--- src/rtl/ldbuf_pkg.sv ---
// Shared types and default widths for the load buffer tracker.
package ldbuf_pkg;

  localparam int XLEN_DEF       = 64;
  localparam int NR_ENTRIES_DEF = 2;
  localparam int ID_W_DEF       = 1;
  localparam int TRANS_ID_W_DEF = 3;

  typedef enum logic [1:0] {
    BYTE  = 2'd0,
    HALF  = 2'd1,
    WORD  = 2'd2,
    DWORD = 2'd3
  } ld_size_e;

  // trans_id is kept outside the struct so its width can follow the top parameter.
  typedef struct packed {
    logic       valid;
    logic       killed;
    logic [2:0] offset;
    ld_size_e   size;
    logic       is_signed;
  } ld_entry_t;

endpackage

--- src/rtl/ld_data_align.sv ---
// Extracts the addressed bytes from a 64-bit dcache word and sign/zero-extends them.
module ld_data_align
  import ldbuf_pkg::*;
#(
  parameter int XLEN = XLEN_DEF
) (
  input  logic [XLEN-1:0] raw_data,
  input  logic [2:0]      offset,
  input  ld_size_e        size,
  input  logic            is_signed,
  output logic [XLEN-1:0] result
);

  logic [XLEN-1:0] shifted;

  always_comb begin
    shifted = raw_data >> {offset, 3'b000};
    result  = shifted;
    case (size)
      BYTE:    result = {{(XLEN-8){is_signed & shifted[7]}}, shifted[7:0]};
      HALF:    result = {{(XLEN-16){is_signed & shifted[15]}}, shifted[15:0]};
      WORD:    result = {{(XLEN-32){is_signed & shifted[31]}}, shifted[31:0]};
      default: result = shifted;
    endcase
  end

endmodule

--- src/rtl/load_buffer_tracker.sv ---
// Tracks outstanding dcache loads and produces aligned writebacks to the scoreboard.
// Define LDBUF_WB_REG_EN to register the writeback outputs (1-cycle latency).
module load_buffer_tracker
  import ldbuf_pkg::*;
#(
  parameter int XLEN       = XLEN_DEF,
  parameter int NR_ENTRIES = NR_ENTRIES_DEF,
  parameter int ID_W       = ID_W_DEF,
  parameter int TRANS_ID_W = TRANS_ID_W_DEF
) (
  input  logic                  clk_i,
  input  logic                  rst_ni,
  input  logic                  flush_i,
  input  logic                  alloc_valid_i,
  output logic                  alloc_ready_o,
  input  logic [TRANS_ID_W-1:0] alloc_trans_id_i,
  input  logic [2:0]            alloc_offset_i,
  input  logic [1:0]            alloc_size_i,
  input  logic                  alloc_signed_i,
  output logic [ID_W-1:0]       alloc_id_o,
  input  logic                  rsp_valid_i,
  input  logic [ID_W-1:0]       rsp_id_i,
  input  logic [XLEN-1:0]       rsp_data_i,
  output logic                  wb_valid_o,
  output logic [TRANS_ID_W-1:0] wb_trans_id_o,
  output logic [XLEN-1:0]       wb_data_o,
  output logic [ID_W:0]         count_o,
  output logic                  protocol_err_o
);

  ld_entry_t             ent_q   [NR_ENTRIES];
  logic [TRANS_ID_W-1:0] tid_q   [NR_ENTRIES];
  logic [ID_W:0]         count_q;
  logic                  err_q;

  logic            free_found;
  logic [ID_W-1:0] free_id;
  logic            alloc_fire;
  logic            rsp_hit;
  logic            rsp_wb;
  logic [XLEN-1:0] aligned_data;

  always_comb begin
    free_found = 1'b0;
    free_id    = '0;
    for (int i = NR_ENTRIES - 1; i >= 0; i--) begin
      if (!ent_q[i].valid) begin
        free_found = 1'b1;
        free_id    = ID_W'(i);
      end
    end
  end

  assign alloc_ready_o = rst_ni & ~flush_i & free_found;
  assign alloc_id_o    = free_id;
  assign alloc_fire    = alloc_valid_i & alloc_ready_o;

  // Allocation only targets invalid entries and a hit needs a valid one, so they never collide.
  assign rsp_hit = rsp_valid_i & ent_q[rsp_id_i].valid;
  assign rsp_wb  = rsp_hit & ~ent_q[rsp_id_i].killed & ~flush_i;

  ld_data_align #(.XLEN(XLEN)) u_align (
    .raw_data  (rsp_data_i),
    .offset    (ent_q[rsp_id_i].offset),
    .size      (ent_q[rsp_id_i].size),
    .is_signed (ent_q[rsp_id_i].is_signed),
    .result    (aligned_data)
  );

  always_ff @(posedge clk_i) begin
    if (!rst_ni) begin
      for (int i = 0; i < NR_ENTRIES; i++) begin
        ent_q[i] <= '0;
        tid_q[i] <= '0;
      end
      count_q <= '0;
      err_q   <= 1'b0;
    end else begin
      for (int i = 0; i < NR_ENTRIES; i++) begin
        if (flush_i && ent_q[i].valid) ent_q[i].killed <= 1'b1;
        if (rsp_hit && rsp_id_i == ID_W'(i)) begin
          ent_q[i].valid  <= 1'b0;
          ent_q[i].killed <= 1'b0;
        end
        if (alloc_fire && free_id == ID_W'(i)) begin
          ent_q[i].valid     <= 1'b1;
          ent_q[i].killed    <= 1'b0;
          ent_q[i].offset    <= alloc_offset_i;
          ent_q[i].size      <= ld_size_e'(alloc_size_i);
          ent_q[i].is_signed <= alloc_signed_i;
          tid_q[i]           <= alloc_trans_id_i;
        end
      end
      count_q <= count_q + {{ID_W{1'b0}}, alloc_fire} - {{ID_W{1'b0}}, rsp_hit};
      if (rsp_valid_i && !ent_q[rsp_id_i].valid) err_q <= 1'b1;
    end
  end

  assign count_o        = count_q;
  assign protocol_err_o = err_q;

`ifdef LDBUF_WB_REG_EN
  logic                  wb_valid_q;
  logic [TRANS_ID_W-1:0] wb_tid_q;
  logic [XLEN-1:0]       wb_data_q;

  always_ff @(posedge clk_i) begin
    if (!rst_ni || flush_i) begin
      wb_valid_q <= 1'b0;
      wb_tid_q   <= '0;
      wb_data_q  <= '0;
    end else begin
      wb_valid_q <= rsp_wb;
      wb_tid_q   <= tid_q[rsp_id_i];
      wb_data_q  <= aligned_data;
    end
  end

  assign wb_valid_o    = wb_valid_q;
  assign wb_trans_id_o = wb_tid_q;
  assign wb_data_o     = wb_data_q;
`else
  assign wb_valid_o    = rsp_wb;
  assign wb_trans_id_o = tid_q[rsp_id_i];
  assign wb_data_o     = aligned_data;
`endif

endmodule

--- config.mk ---
export PLATFORM = sky130hd
export DESIGN_NAME = load_buffer_tracker
export DESIGN_NICKNAME = d
export VERILOG_FILES = /design/src/rtl/ldbuf_pkg.sv /design/src/rtl/ld_data_align.sv /design/src/rtl/load_buffer_tracker.sv
export SDC_FILE = /design/constraint.sdc
export NUM_CORES = 1
export LEC_CHECK = 0
export CAP_MARGIN = 10
export CELL_PAD_IN_SITES_DETAIL_PLACEMENT = 0
export CELL_PAD_IN_SITES_GLOBAL_PLACEMENT = 1
export CORE_MARGIN = 1
export CORE_UTILIZATION = 29
export DETAILED_ROUTE_END_ITERATION = 6
export GPL_TIMING_DRIVEN = 0
export PLACE_DENSITY_LB_ADDON = 0.2
export SLEW_MARGIN = 15
export SYNTH_ARGS = -nofsm -noshare
export SYNTH_HDL_FRONTEND = slang
export SYNTH_HIERARCHICAL = 1
export SYNTH_SLANG_ARGS = --single-unit
--- constraint.sdc ---
create_clock -name clk_i -period 2.1 [get_ports clk_i]
set_input_delay 0.21 -clock clk_i [delete_from_list [all_inputs] [get_ports clk_i]]
set_output_delay 0.21 -clock clk_i [all_outputs]
set_load 0.005 [all_outputs]
=== After elaboration in Yosys (flattened, before gate mapping) ===
Memory sizes are Yosys's and may differ from the RTL's.
Cells that the tools add are included.

* Memories: 2
* Flip-flop bits (word level): 3
* Output and inout bits: 73
* Memory bits (writable): 22
* Word-level logic and storage cells: 90
* Input port bits: 79

* Reductions and logical operators: 9
* Equal/unequal tests: 2
* Bitwise gates (word level): 31
* Multiplexer cells: 41
* Shifts and indexed selects: 1
* Add/subtract/negate cells: 2

{| class="wikitable"
|+ Memory list
! name !! depth !! bits a word !! rd ports !! clocked after Yosys merged registers in !! wr ports !! RTL line !! RTL
|-
| ent_q || 2 || 8 || 3 || 0 || 2 || load_buffer_tracker.sv:31 || <nowiki>ld_entry_t ent_q [NR_ENTRIES];</nowiki>
|-
| tid_q || 2 || 3 || 1 || 0 || 2 || load_buffer_tracker.sv:32 || <nowiki>logic [TRANS_ID_W-1:0] tid_q [NR_ENTRIES];</nowiki>
|}

{| class="wikitable"
|+ Operator list
! cell !! number
|-
| 64-bit case mux with 3 select lines || 1
|-
| 64-bit by 6-bit >> shifter with 64-bit output || 1
|-
| 1-bit 2-to-1 mux || 34
|-
| 1-bit OR || 18
|-
| 3-bit 2-to-1 mux || 4
|-
| 1-bit bitwise AND || 9
|-
| 1-bit logical AND || 7
|-
| 2-bit 2-to-1 mux || 2
|-
| 1-bit inverter || 4
|-
| 2-bit by 1-bit adder with 2-bit output || 1
|-
| 2-bit by 1-bit == test with 1-bit output (second input constant) || 1
|-
| 2-bit == test (second input constant) || 1
|-
| 2-bit zero test || 1
|-
| 2-bit by 1-bit subtractor with 2-bit output || 1
|-
| 1-bit zero test || 1
|}

=== Longest topological paths before layout ===
An unclocked memory read counts as a cell.

* Depth after elaboration: 10
* Mapped depth: 11
* Depth with buffers taken out: 9

=== Hierarchy ===
Netlist, hierarchy kept.

{| class="wikitable"
|+ Modules (own cells, without submodules)
! module !! cells each !! instances !! sequential area each (sq um) !! area an instance (sq um)
|-
| ld_data_align || 261 || 1 || 0.0 || 2272.2
|-
| load_buffer_tracker || 101 || 1 || 710.7 || 1246.2
|}

=== Worst setup path after synthesis ===
No wires, ideal clock.

* Path kind: input to output
* From: input port rsp_id_i
* To: output port wb_data_o[1]
* Data required time: 1.890 ns
* Buffers on the path: 5
* Arrival: 1.987 ns
* Path slack: -0.097 ns
* Stages on the path: 8
* Path through: buf_2 buf_2 mux2_1 buf_6 buf_6 buf_2 mux4_2 mux2_2

* Cells in the longest elaborated chain, start to end: 3

{| class="wikitable"
|+ RTL lines
! element !! RTL line !! RTL
|-
| start, declared || load_buffer_tracker.sv:22 || <nowiki>input logic [ID_W-1:0] rsp_id_i,</nowiki>
|-
| memory read 2 x 8 bit || n/a ||
|-
| 64-bit by 6-bit >> shifter with 64-bit output || ld_data_align.sv:17 || <nowiki>shifted = raw_data >> {offset, 3'b000};</nowiki>
|-
| 64-bit case mux with 3 select lines || ld_data_align.sv:19 || <nowiki>case (size)</nowiki>
|-
| end, declared || load_buffer_tracker.sv:26 || <nowiki>output logic [XLEN-1:0] wb_data_o,</nowiki>
|}

Every way passes these cells.

==> impl_metrics.env <==
export IMPL_status="complete, but fails checks"
export IMPL_violations="design-rule violations, negative setup slack"
export IMPL_cts_buffers=3
export IMPL_clkPwrFrac_pct=13.9
export IMPL_ys_types=47
export IMPL_die_h_um=112
export IMPL_period_share_pct=121
export IMPL_grt_first_pass_wirelength_um=24700
export IMPL_avgRoutedWirePerCell_um=22.9
export IMPL_synth_edf_count=21
export IMPL_drive_gt1_share_pct=49.8
export IMPL_crit_required_ps=1890
export IMPL_clk_pin_slew_ps=60
export IMPL_p_sw_mw=1.04
export IMPL_synth_top_area_share_pct=17.9
export IMPL_min_path_type="in -> reg"
export IMPL_rsz0062_at_grt="true"
export IMPL_final_core_util_pct=55.3
export IMPL_dp_hpwl_um=11100
export IMPL_finalSetupViolCount=63
export IMPL_antenna_cells=0
export IMPL_dpl_cell_count=654
export IMPL_h_tree_depth=1
export IMPL_p_comb_share_pct=66.1
export IMPL_clk_latency_ps=250
export IMPL_synthFlopType="edfxtp_1"
export IMPL_grt_use_total_pct=25.6
export IMPL_dr_pass1_iters=7
export IMPL_drc=11
export IMPL_clock_sinks=25
export IMPL_cts_buffer_depth=2
export IMPL_cellInternalPower_mw=1.90
export IMPL_final_common_cell="clkdlybuf4s50_1"
export IMPL_p_leak_nw=2.71
export IMPL_ys_ff_latch=25
export IMPL_drtIter0Drc=315
export IMPL_ys_async_sr_fraction_pct=0
export IMPL_cts_tree="yes"
export IMPL_ys_top_cells_by_area="edfxtp_1, mux4_2, mux2i_1"
export IMPL_port_buffer_count=149
export IMPL_worst_slack_ps=-435
export IMPL_grt_pass1_vias=4307
export IMPL_tightest_slew_ps=712
export IMPL_slew_headroom_pct=52.6
export IMPL_ff2ff_setup_slack_ps=160
export IMPL_finalClockSkew_ps=3.43
export IMPL_fp_coreArea_mm2=0.0116
export IMPL_yosysWarnings=6
export IMPL_clock_fmax_ghz=0.395
export IMPL_floorplan_initialDensity_pct=30.3
export IMPL_netlist_instances=362
export IMPL_yosysTopAreaCell="edfxtp_1"
export IMPL_end_kind="output pin"
export IMPL_vias=4189
export IMPL_hold_buffers=0
export IMPL_grt_max_degree=14
export IMPL_min_period_ps=2530
export IMPL_slew_violations=0
export IMPL_gp_congestion=0.866
export IMPL_overflow=0
export IMPL_die_area_mm2=0.0126
export IMPL_holdWs_ps=300
export IMPL_antenna_found_initial=0
export IMPL_ys_seq_area_share_pct=20.2
export IMPL_swShare_pct=35.4
export IMPL_layout_cells_non_filler=717
export IMPL_die_w_um=112
export IMPL_row_count=39
export IMPL_ant_nets=0
export IMPL_via_per_inst=5.84
export IMPL_power_density_mw_per_mm2=459
export IMPL_maxCapViolCount=0
export IMPL_io_pins=152
export IMPL_synth_net_count=443
export IMPL_arrival_ps=2320
export IMPL_peakVddDrop_mv=0.408
export IMPL_final_nets=656
export IMPL_synth_area_mm2=0.00352
export IMPL_path_max_fanout=5
export IMPL_critPathLaunchType="flip-flop"
export IMPL_p_seq_share_pct=20.0
export IMPL_synthToLayoutAreaGrowth_pct=82.6
export IMPL_root_buffer="clkbuf_16"
export IMPL_hold_viol_final=0
export IMPL_wirelength_um=16500
export IMPL_final_cell_mix="clkdlybuf4s50_1, buf_2, buf_4"
export IMPL_postSynthAreaPerCell_um2=9.72
export IMPL_critPathKind="reg -> out"
-- registers in the layout, indices dropped and copies added (netlist names) --
| register | cells |
|---|---|
| protocol_err_o | 1 |
| tid_q | 6 |
| count_o | 2 |
| ent_q | 16 |
-- area by class of cell --
type / count / area [um^2]
flip-flops and latches: 25 / 711
clock buffers: 4 / 78.8
repair buffers: 210 / 1910
plain buffers: 42 / 465
multi-input cells: 290 / 3070
fillers: 1006 / 5190
well taps: 143 / 179
inverters: 3 / 11.3
-- cells in the mapped netlist (2+ instances only) --
| master | number |
|---|---|
| o21ai_0 | 9 |
| nand2b_1 | 5 |
| nor3_1 | 6 |
| mux2i_1 | 46 |
| nand2_1 | 45 |
| o211ai_1 | 5 |
| xnor2_1 | 2 |
| and3_1 | 2 |
| a21oi_1 | 4 |
| mux4_2 | 27 |
| and2_1 | 13 |
| o21ai_1 | 3 |
| nor2b_2 | 2 |
| edfxtp_1 | 21 |
| nor2b_1 | 8 |
| mux2_2 | 11 |
| buf_2 | 23 |
| clkbuf_1 | 3 |
| inv_1 | 3 |
| nor3b_1 | 3 |
| ha_1 | 2 |
| a21bo_2 | 2 |
| a22oi_1 | 6 |
| o2bb2ai_1 | 8 |
| dfxtp_1 | 4 |
| mux2_1 | 7 |
| buf_6 | 8 |
| o2111ai_1 | 16 |
| nand4_1 | 26 |
| buf_4 | 8 |
| nor2_1 | 8 |
| nand3_1 | 11 |
-- power groups by stage --
| stage | sequential, mW | clock (mW) | combinational (mW) |
|---|---|---|---|
| 4_1_cts | 0.589 | 0.417 | 1.83 |
| 3_5_place_dp | 0.599 | 0 | 1.56 |
| 5_1_grt | 0.593 | 0.436 | 2.04 |
| 6_report | 0.589 | 0.408 | 1.95 |
| 3_3_place_gp | 0.597 | 0 | 1.55 |
| 2_1_floorplan | 0.595 | 0 | 0.727 |
-- critical path, cell delays in order (launching register included) --
cell	delay, ps
edfxtp_1	370
mux2_4	360
buf_8	170
mux2i_4	180
a2bb2oi_2	130
nand4_1	100
buf_6	150
buf_6	120
buf_6	120
buf_6	120
nand4_1	100
buf_2	130
-- path summary, 6_finish.rpt --
kind,cells after the start,to,from
hold / removal,2,protocol_err_o,rst_ni
setup reg to reg,10,count_o[1],ent_q[1][7]
hold reg to reg,2,protocol_err_o,protocol_err_o
setup / recovery,11,wb_data_o[45],ent_q[0][4]
-- routing by layer --
metal	GRT usage (%)	share of wire, %
met5	0	0
met4	6.58	3.0
met3	6.37	9.9
met2	41.9	47
met1	33.9	41
-- logic make-up after synthesis --
logic type	Yosys count	share of synthesized area, %
AO/OA/AOI/OAI	62	14.1
flip-flops	25	20.2
XOR/XNOR	2	0.498
multiplexers	91	36.1
adder cells (fa/ha/maj)	2	0.711
buffers and inverters	47	8.43
AND/OR/NAND/NOR	133	19.9
-- repair_timing --
item                       4_1_cts  5_1_grt
pin swaps                       14       11
setup buffers                   43       11
cloned                          10        0
resized for setup              396       60
setup endpoints to repair       66       66
-- stage by stage --
step	total power, mW	TNS, ps	setup WS [ps]	instance area [um^2]
2_1_floorplan	1.32	0	2.05	3520
3_3_place_gp	2.15	-63440	-1120	5190
3_5_place_dp	2.16	-62520	-1110	5190
4_1_cts	2.83	-19580	-412	6180
5_1_grt	3.07	-25650	-493	6430
6_report	2.95	-20910	-435	6430
No activity file was read; power rests on OpenSTA's default activity.
